==> src/rtl/fp_normalize.sv <==
// Normalizer front end: turns a 12-bit two's-complement sample into an unrounded
// sign / 3-bit exponent / 4-bit significand / guard bit by left-shifting one bit per cycle.
module fp_normalize (
    input  logic        clk,
    input  logic        rst_n,
    input  logic        in_valid,
    output logic        in_ready,
    input  logic [11:0] in_data,
    output logic        out_valid,
    input  logic        out_ready,
    output logic        sign,
    output logic [2:0]  exp,
    output logic [3:0]  sig,
    output logic        fifth_bit
);

    typedef enum logic [1:0] {
        IDLE,
        SHIFT,
        DONE
    } state_t;

    state_t      state;
    state_t      state_next;
    logic [10:0] w;
    logic [2:0]  cnt;
    logic [10:0] mag;
    logic        finish;

    // -2048 has no 11-bit magnitude, so it saturates to the largest one.
    always_comb begin
        mag = in_data[10:0];
        if (in_data[11]) begin
            if (in_data[10:0] == 11'd0)
                mag = 11'h7FF;
            else
                mag = ~in_data[10:0] + 11'd1;
        end
    end

    assign finish    = w[10] || (cnt == 3'd0);
    assign in_ready  = (state == IDLE);
    assign out_valid = (state == DONE);

    always_ff @(posedge clk) begin
        if (!rst_n)
            state <= IDLE;
        else
            state <= state_next;
    end

    always_comb begin
        state_next = state;
        case (state)
            IDLE:    if (in_valid)  state_next = SHIFT;
            SHIFT:   if (finish)    state_next = DONE;
            DONE:    if (out_ready) state_next = IDLE;
            default:                state_next = IDLE;
        endcase
    end

    always_ff @(posedge clk) begin
        if (!rst_n) begin
            sign      <= 1'b0;
            exp       <= 3'd0;
            sig       <= 4'd0;
            fifth_bit <= 1'b0;
            w         <= 11'd0;
            cnt       <= 3'd0;
        end else begin
            case (state)
                IDLE: begin
                    if (in_valid) begin
                        sign <= in_data[11];
                        w    <= mag;
                        cnt  <= 3'd7;
                    end
                end
                SHIFT: begin
                    if (finish) begin
                        exp       <= cnt;
                        sig       <= w[10:7];
                        fifth_bit <= w[6];
                    end else begin
                        w   <= {w[9:0], 1'b0};
                        cnt <= cnt - 3'd1;
                    end
                end
                default: ;
            endcase
        end
    end

endmodule

==> config.mk <==
export PLATFORM = sky130hd
export DESIGN_NAME = fp_normalize
export DESIGN_NICKNAME = d
export VERILOG_FILES = /design/src/rtl/fp_normalize.sv
export SDC_FILE = /design/constraint.sdc
export NUM_CORES = 1
export LEC_CHECK = 0
export CAP_MARGIN = 20
export CORE_MARGIN = 2
export CORE_UTILIZATION = 56
export CTS_BUF_LIST = sky130_fd_sc_hd__clkbuf_2 sky130_fd_sc_hd__clkbuf_4 sky130_fd_sc_hd__clkbuf_8
export DETAILED_ROUTE_END_ITERATION = 10
export PLACE_DENSITY = 0.95
export SLEW_MARGIN = 40
export SYNTH_ARGS = -nofsm -noshare
export SYNTH_HDL_FRONTEND = slang
export SYNTH_SLANG_ARGS = --single-unit
==> constraint.sdc <==
create_clock -name clk -period 3.3 [get_ports clk]
set_input_delay 0.495 -clock clk [delete_from_list [all_inputs] [get_ports clk]]
set_output_delay 0.495 -clock clk [all_outputs]
set_load 0.005 [all_outputs]
==> summary.txt <==
Run status
  – Status: finished, final reports clean

Finish
  – Fraction of layout cells with a size suffix above 1: 5.590%
  – FILL cells: 177
  – Final nets: 181
  – Synthesis-to-layout area growth: 22.07%
  – # diodes: 0

Yosys
  – EDFF count, synth: 0
  – Post-Synthesis Cells: 139
  – Syn_nets: 158
  – Synth Register Bits: 25
  – Share of the synthesized area in the top cell type: 39.06%
  – Top cells by area, synth: dfxtp_1, mux2i_1, a21oi_1
  – Synth cell count leaders: dfxtp_1, a21oi_1, nor2_1
  – Ys flop type: dfxtp_1
  – Post-synth ARST share: 0%
  – Count leader, synth: dfxtp_1
  – Area leader, netlist: dfxtp_1
  – Synth warn: 0
  – Syn avg cell area: 9.217 sq um
  – Post-synthesis sequential area ratio: 39.06%
  – Netlist cell types: 39
  – Cell area after synthesis: 1281 sq um

Power
  – Clock share of power: 20.4%
  – Static Leak: 0.0005756 uW
  – Net switching power: 222.3 uW
  – P_int: 477.0 uW
  – PwrDens: 447.1 nW/um^2
  – Comb power frac: 27.0%
  – VDD IR max: 0.0004358 V
  – Flop pwr share: 52.6%
  – Sw Share: 31.79%
  – Total power: 699.3 uW

Critical path
  – Family with the most delay on the worst path: simple AND/OR/NAND/NOR gates
  – CP max stage cell: or3b_1
  – WP depth: 7
  – Critical R2R Launch: cnt[0]$_SDFFE_PN0P_
  – Setup crit end kind: flip-flop
  – Crit-path cells: inv_1 > ha_1 > ha_1 > or3b_1 > or2_0 > o221ai_1 > a21oi_1
  – Number of buffers and inverters on the critical path: 1
  – Critical Path End: w[9]$_SDFFE_PN0P_
  – Reg2Reg Depth: 7
  – Crit Path Max Fanout: 10
  – WS Path Type: reg2reg
  – Reg-to-Reg End: w[9]$_SDFFE_PN0P_
  – Crit path launch: cnt[0]$_SDFFE_PN0P_
  – Startpoint Class: flip-flop
  – Critical Path AT: 2.41 ns
  – Reg2reg setup slack: 1.11 ns
  – Critical Path RT: 3.52 ns
  – CP dominant cell by count: ha_1
  – Max incr delay on CP: 0.44 ns

Timing
  – Final period util: 66.22%
  – RSZ-0062 raised after global routing: no
  – Rel. slew slack: 58.84%
  – Slew @ Worst Pin: 0.6161 ns
  – Setup TNS: 0 ns
  – Final hold vios: 0
  – Fmax: 457.6 MHz
  – Clock Skew: 0.005347 ns
  – Final min period: 2.185 ns
  – Max-slew violation total from the final report: 0
  – Final WS setup: 1.115 ns
  – Setup violators final: 0

Floorplanning
  – Initial Util: 58.48%
  – Chip height: 51.83 um
  – Die area: 2686 sq um
  – Num rows: 17
  – Core Area: 2191 sq um
  – Die width: 51.83 um
  – Boundary pin count: 27

Global route
  – Grt total ovfl: 0
  – Antenna violations before repair: 0
  – Tot GR Track Use: 22.47%
  – Global-route wire length before repair: 4.505 mm
  – Vias in the first global route: 1019
  – Largest net degree at the start of global routing: 16

Place
  – PortBufs: 26
  – Post-detail-place hpwl: 2.106 mm
  – Routability Congestion: 0.7836
  – Dpl ws: 0.8540 ns

Route
  – DRC: 0
  – Via count: 1142
  – 1st-iter DRT viols: 39
  – First-pass DRT Iterations: 4
  – Vias/cell: 6.042
  – Antenna-violating nets left: 0
  – Final wirelength: 2.804 mm
  – WL/cell: 14.84 um

CTS
  – Post-CTS Resized: 0
  – Cts bufs inserted: 3
  – Clock Tree Buf Depth: 2
  – CTS tree: done
  – Postcts setup bufs: 0
  – Worst skew pair latency: 0.33 ns
  – Number of clock sinks: 25
  – Clk slew on worst S/H paths: 0.14 ns
  – CTS hold repair buffers: 0
  – Clock root cell: clkbuf_4
  – H-tree depth: 1

Job
  – Max Cap Viol: 0

Hold path
  – Hold WC Path Type: reg2reg
cell usage in the layout (no fill, tap or decap), types with 4 or more instances in the layout:
| cell type | n |
|---|---|
| inv_1 | 7 |
| nand2b_1 | 4 |
| o21ai_0 | 5 |
| mux2i_1 | 9 |
| nor2_1 | 13 |
| clkdlybuf4s50_1 | 26 |
| o221ai_1 | 8 |
| nand2_1 | 4 |
| a21oi_1 | 15 |
| xor2_1 | 7 |
| dfxtp_1 | 25 |
worst register-to-register path: cells and delay by family, from the launching register on:
family	cells	cell delay [ns]
AOI/OAI and AO/OA	2	0.35
adders and majority gates	2	0.41
buffers and inverters	1	0.06
DFF	1	0.40
and+or+nand+nor	2	0.87
layout make-up:
| cell class | instances | area, sq um | share of cell area [%] |
|---|---|---|---|
| clock inverter | 1 | 7.507 | 0.4800 |
| timing repair buffer | 26 | 260.3 | 16.64 |
| inverter | 7 | 26.28 | 1.680 |
| sequential | 25 | 500.5 | 32.00 |
| multi-input combinational | 99 | 711.9 | 45.52 |
| clock buffer | 3 | 22.52 | 1.440 |
| tap | 28 | 35.03 | 2.240 |
flip-flops by register name, summed over array words and instances (netlist names):
signal and count:
sig 4, exp 3, fifth_bit 1, w 11, cnt 3, state 2, sign 1
cell families (layout without fill, tap and decap cells):
kind of cell,after synthesis,count (layout),share of synthesized area (%)
muxes,9,9,7.032
and+or+nand+nor,37,37,17.77
AOI/OAI and AO/OA,42,42,22.37
DFF,25,25,39.06
xor gates and xnor gates,8,8,5.469
adders and majority gates,3,3,2.930
buffers and inverters,15,37,5.371
worst min-delay path by stage:
stage | from | end | depth (start not counted)
after floorplan | cnt[1]$_SDFFE_PN0P_ | exp[1]$_SDFFE_PN0P_ | 2
after global placement | sign$_SDFFE_PN0P_ | sign$_SDFFE_PN0P_ | 2
after detailed placement | sign$_SDFFE_PN0P_ | sign$_SDFFE_PN0P_ | 2
after CTS | sign$_SDFFE_PN0P_ | sign$_SDFFE_PN0P_ | 2
after global routing | sign$_SDFFE_PN0P_ | sign$_SDFFE_PN0P_ | 2
final | sign$_SDFFE_PN0P_ | sign$_SDFFE_PN0P_ | 2
power by group through the flow:
stage | registers, uW | clock network, uW | logic, uW
after floorplan | 362 | 0 | 133
after global placement | 371 | 0 | 177
after detailed placement | 374 | 0 | 186
after CTS | 367 | 143 | 188
after global routing | 372 | 155 | 209
final | 368 | 143 | 189
layer usage:
metal  share of wire, %  global-route usage (%)  up-vias  routed length (um)
met2                 52                   37.76       37                1454
li1                   -                       -      555                   -
met1                 42                   29.64      544                1165
met3                5.4                   5.172        6                 152
met5                  0                       0        -                   0
met4                1.1                   3.947        0                  31
per-stage QoR:
| step | hold slack (ns) | cell area (sq um) | utilization [%] | std cells |
|---|---|---|---|---|
| after floorplan | 0.4637 | 1281 | - | 139 |
| after global placement | 0.4658 | 1534 | 70.02 | 185 |
| after detailed placement | 0.4737 | 1534 | 70.02 | 185 |
| after CTS | 0.4917 | 1564 | 71.39 | 189 |
| after global routing | 0.5438 | 1564 | 71.39 | 189 |
| final | 0.4904 | 1564 | 71.39 | 189 |
Note: power is estimated with default switching activity, not from simulation.
